## src/rtl/mshr_hazard_tracker.sv

```systemverilog
// rtl/mshr_hazard_tracker.sv - icache MSHR set/way dependency matrix with per-entry readiness
module mshr_hazard_tracker #(
    parameter int ENTRY_NUM   = 8,
    parameter int ENTRY_IDX_W = $clog2(ENTRY_NUM),
    parameter int SET_IDX_W   = 7,
    parameter int WAY_NUM     = 4,
    parameter int WAY_IDX_W   = $clog2(WAY_NUM),
    parameter int SET_ONLY    = 0
) (
    input  logic                             clk_i,
    input  logic                             rst_ni,
    input  logic                             alloc_vld_i,
    input  logic [ENTRY_IDX_W-1:0]           alloc_idx_i,
    input  logic [SET_IDX_W-1:0]             alloc_set_i,
    input  logic [WAY_IDX_W-1:0]             alloc_way_i,
    input  logic                             rel_vld_i,
    input  logic [ENTRY_IDX_W-1:0]           rel_idx_i,
    output logic                             alloc_hazard_o,
    output logic [ENTRY_NUM-1:0]             entry_busy_o,
    output logic [ENTRY_NUM-1:0]             entry_ready_o,
    output logic [ENTRY_NUM*ENTRY_NUM-1:0]   dep_matrix_o,
    output logic                             err_pulse_o
);

    localparam bit SetOnly = (SET_ONLY != 0);

    logic [ENTRY_NUM-1:0]                   busy_q, busy_d;
    logic [ENTRY_NUM-1:0][SET_IDX_W-1:0]    set_q;
    logic [ENTRY_NUM-1:0][WAY_IDX_W-1:0]    way_q;
    logic [ENTRY_NUM-1:0][ENTRY_NUM-1:0]    row_q, row_d;
    logic                                   err_q, err_d;
    logic [ENTRY_NUM-1:0]                   match;
    logic                                   same_idx;

    assign same_idx = rel_vld_i && (rel_idx_i == alloc_idx_i);

    // A retiring entry is never a dependency of the request allocated beside it.
    always_comb begin
        match = '0;
        for (int j = 0; j < ENTRY_NUM; j++) begin
            match[j] = busy_q[j]
                    && (set_q[j] == alloc_set_i)
                    && (SetOnly || (way_q[j] == alloc_way_i))
                    && (ENTRY_IDX_W'(j) != alloc_idx_i)
                    && !(rel_vld_i && (ENTRY_IDX_W'(j) == rel_idx_i));
        end
    end

    assign alloc_hazard_o = alloc_vld_i && (|match);

    // Release is applied first so a same-index alloc ends up owning the entry.
    always_comb begin
        busy_d = busy_q;
        row_d  = row_q;
        if (rel_vld_i) begin
            busy_d[rel_idx_i] = 1'b0;
            for (int i = 0; i < ENTRY_NUM; i++) begin
                row_d[i][rel_idx_i] = 1'b0;
            end
            row_d[rel_idx_i] = '0;
        end
        if (alloc_vld_i) begin
            busy_d[alloc_idx_i] = 1'b1;
            row_d[alloc_idx_i]  = match;
        end
    end

    assign err_d = (alloc_vld_i && busy_q[alloc_idx_i] && !same_idx)
                || (rel_vld_i && !busy_q[rel_idx_i]);

    always_ff @(posedge clk_i or negedge rst_ni) begin
        if (!rst_ni) begin
            busy_q <= '0;
            set_q  <= '0;
            way_q  <= '0;
            row_q  <= '0;
            err_q  <= 1'b0;
        end else begin
            busy_q <= busy_d;
            row_q  <= row_d;
            err_q  <= err_d;
            if (alloc_vld_i) begin
                set_q[alloc_idx_i] <= alloc_set_i;
                way_q[alloc_idx_i] <= alloc_way_i;
            end
        end
    end

    always_comb begin
        entry_ready_o = '0;
        for (int i = 0; i < ENTRY_NUM; i++) begin
            entry_ready_o[i] = busy_q[i] && !(|row_q[i]);
        end
    end

    assign entry_busy_o = busy_q;
    assign dep_matrix_o = row_q;
    assign err_pulse_o  = err_q;

    always @(posedge clk_i) begin
        if (rst_ni) begin
            assert (!err_d)
            else $warning("mshr_hazard_tracker: protocol violation (alloc to busy entry or idle release)");
        end
    end

endmodule

```

## config.mk

```make
export PLATFORM = sky130hd
export DESIGN_NAME = mshr_hazard_tracker
export DESIGN_NICKNAME = d
export VERILOG_FILES = /design/src/rtl/mshr_hazard_tracker.sv
export SDC_FILE = /design/constraint.sdc
export NUM_CORES = 1
export LEC_CHECK = 0
export ABC_CLOCK_PERIOD_IN_PS = 2000
export BUFFER_PORTS_ARGS = -buffer_cell sky130_fd_sc_hd__buf_2
export CORE_MARGIN = 2
export CORE_UTILIZATION = 35
export CTS_BUF_LIST = sky130_fd_sc_hd__clkbuf_8 sky130_fd_sc_hd__clkbuf_16
export CTS_CLUSTER_SIZE = 30
export DETAILED_ROUTE_END_ITERATION = 8
export SLEW_MARGIN = 20
export SYNTH_ARGS = -nofsm -noshare
export SYNTH_HDL_FRONTEND = slang
export SYNTH_SLANG_ARGS = --single-unit
```

## constraint.sdc

```tcl
create_clock -name clk_i -period 2 [get_ports clk_i]
set_input_delay 0.1 -clock clk_i [delete_from_list [all_inputs] [get_ports clk_i]]
set_output_delay 0.1 -clock clk_i [all_outputs]
set_load 0.005 [all_outputs]
```

==> run_results.csv <==
group,metric,value,unit
setup_path,cp_slowest_stage_delay,540,ps
synth,synthAdderAreaFrac,0,%
global_route,grt_pass1_wl,28800,um
setup_path,crit_chain,"xnor2_1 > nand4_1 > or4_4 > and2_1 > a41oi_2 > buf_2",
timing,setup_tns,-286,ps
timing,relSlewSlack,64.4,%
detailed_routing,vias,5198,
synth,synthMuxAreaShare,12.9,%
placement,port_buffers,100,
final_layout,final_cells,1018,
timing,min_period_over_period,114,%
pwr,p_int,0.00612,W
pwr,vdd_drop_max,0.681,mV
die,die_h,144,um
global_route,antenna_found_initial,0,
timing,fin_skew,7.98,ps
pwr,p_seq_share,43.7,%
global_route,grt_max_degree,56,
placement,gp_congestion,0.818,
final_layout,diodes,0,
synth,ys_seq_area_share,52.6,%
detailed_routing,drtPass1Iterations,5,
setup_path,crit_fanout,2,
detailed_routing,wl_per_cell,18.4,um
pwr,p_sw_share,24.7,%
placement,placed_cells,987,
global_route,grt_pass1_vias,5031,
timing,hold_viol_final,0,
placement,dpl.hpwl,13500,um
status,violations,"negative setup slack",
setup_path,critPathRequiredTime,1900,ps
timing,setup_viol,1,
synth,netlist_instances,630,
synth,synth_top_cell_by_area,"dfrtp_1",
synth,synth-simple-area-share,15.5,%
pwr,p_leak,3.91,nW
clocking,numCtsBuffers,17,
synth,ys_ff_latch,145,
clocking,cts_root_buf,"clkbuf_16",
die,die_area,20800,um^2
timing,rsz0062_at_grt,"true",
global_route,grt_usage,18.7,%
timing,fmax,437,MHz
pwr,p_sw,0.00201,W
final_layout,final_nets,761,
setup_path,cp_slowest_cell,"or4_4",
clocking,clkLatencyLatePin,430,ps
synth,syn_nets,649,
setup_path,endpoint_kind,"primary output",
detailed_routing,avgViaCountPerCell,5.11,
placement,place_area,7850,um^2
setup_path,worst_ep_arrival_time,2190,ps
detailed_routing,route.final.wire_length,18700,um
timing,max_slew.worst_pin.slew,535,ps
setup_path,timing.critical_path.buf_inv,1,
die,ios,101,
setup_path,critical_path.top_delay_family,"simple AND/OR/NAND/NOR gates",
pwr,p_total,0.00813,W
final_layout,area_delta_synth_final,23.5,%
global_route,overflow,0,
synth,synth.distinct_cells,40,
die,die_w,144,um
die,coreArea,19400,um^2
timing,fin_crit,2290,ps
final_layout,drive_above_1_share,34.3,%
timing,fin_ws,-286,ps
detailed_routing,drc,0,
clocking,cts_tree,"built",
final_layout,final_cell_mix,"dfrtp_1, buf_2, mux2_2, xnor2_1, nand3_1",
clocking,htree_levels,4,
synth,synth_compound_area_share,5.95,%
timing,slew_violations,0,
status,outcome,"finished with violations",
synth,synth_top_area_share,52.6,%
pwr,pwr-share-comb,16.1,%
clocking,clock_path_buffers,2,
final_layout,final_area,8510,um^2
synth,avgSynthCellArea,10.9,um^2
final_layout,final_common_cell,"dfrtp_1",
setup_path,critPathLaunchType,"flip-flop",
setup_path,critPathKind,"reg -> out",
placement,place_ws,31.7,ps
detailed_routing,drtIter0Drc,318,
die,initial_core_util,35.5,%
clocking,clk_pin_slew_worst_paths,60,ps
flow_run,maxCapViolCount,0,
synth,synth_area_leaders,"dfrtp_1, mux2_2, xnor2_1",
synth,yosysWarnings,0,
synth,synthXorXnorAreaFrac,9.66,%
pwr,p_clk_share,40.2,%
synth,synth_top_family_by_area,"simple AND/OR/NAND/NOR gates",
pwr,powerDensity,955,nW/um^2
detailed_routing,antenna_left,0,
hold_path,worstHoldPathType,"in -> reg",
die,num_rows,51,
clocking,clock-sinks,145,
synth,syn-cell-area,6890,um^2
-- cell families (layout without fill, tap and decap cells) --
| logic type | count (synthesis) | in the layout |
|---|---|---|
| flip-flops | 145 | 145 |
| AO/OA/AOI/OAI | 74 | 74 |
| XOR/XNOR | 76 | 76 |
| buffers and inverters | 52 | 175 |
| AND/OR/NAND/NOR | 206 | 206 |
| multiplexers | 77 | 77 |
-- synth_stat cells, drive strengths merged --
master  count
dfrtp     145
mux2       73
xnor2      68
nand3      65
o21ai      62
nand2      37
nor2       31
clkbuf     28
buf        23
nand4      19
or4        14
nor4       10
nand2b      9
xor2        8
and3        6
nor2b       4
a211oi      2
a21o        2
and2        2
mux2i       2
mux4        2
nand3b      2
nor3        2
o211ai      2
a211o       1
a21oi       1
a22oi       1
a32o        1
a41oi       1
and4        1
inv         1
nand4b      1
nor3b       1
o31ai       1
or2         1
or4b        1
-- metal layers --
metal | routed length, um | track usage, % | vias up
li1 | - | - | 2453
met1 | 8620 | 24.7 | 2596
met2 | 9030 | 30.9 | 128
met3 | 742 | 4.30 | 21
met4 | 308 | 5.47 | 0
met5 | 0 | 0 | -
-- state kept, by name (all words and copies together) (netlist names) --
register,cells
dep_matrix_o,64
set_q,56
way_q,16
entry_busy_o,8
err_pulse_o,1
-- layout make-up --
| cell class | count | area [um^2] |
|---|---|---|
| clock inverters | 11 | 149 |
| repair buffers | 144 | 865 |
| multi-input cells | 433 | 3080 |
| inverters | 1 | 3.75 |
| flip-flops and latches | 145 | 3630 |
| well taps | 265 | 332 |
| fillers | 1866 | 10900 |
| clock buffers | 19 | 453 |
-- per-stage QoR --
step	util, %	hold WS [ps]
floorplan	-	-196
global placement	40.5	103
detailed placement	40.5	110
CTS	43.7	64.4
global route	43.9	57.7
finish	43.9	66.1
-- path summary, 6_finish.rpt --
check	startpoint	endpoint	slack [ps]	cells after the start
setup / recovery	set_q[52]$_DFFE_PN0P_	alloc_hazard_o	-290	6
hold / removal	alloc_vld_i	err_pulse_o$_DFF_PN0_	70	2
setup reg to reg	set_q[45]$_DFFE_PN0P_	dep_matrix_o[22]$_DFF_PN0_	230	5
hold reg to reg	set_q[25]$_DFFE_PN0P_	set_q[25]$_DFFE_PN0P_	520	1
max in group asynchronous	rst_ni	dep_matrix_o[51]$_DFF_PN0_	1150	3
min in group asynchronous	rst_ni	set_q[14]$_DFFE_PN0P_	210	2
-- power by group through the flow --
stage | sequential [W] | clock [W] | combinational, W
2_1_floorplan | 0.00355 | 0 | 0.000896
3_3_place_gp | 0.00358 | 0 | 0.00128
3_5_place_dp | 0.00360 | 0 | 0.00130
4_1_cts | 0.00355 | 0.00333 | 0.00131
5_1_grt | 0.00360 | 0.00347 | 0.00145
6_report | 0.00355 | 0.00327 | 0.00131
-- repair_timing --
item                                    CTS  global route
hold buffers                              1             0
endpoints found under the hold margin    53             0
gates resized for setup                   3             7
endpoints found under the setup margin    1             2
pin swaps                                 3             4
setup buffers                             0             0
Note: power is estimated with default switching activity, not from simulation.
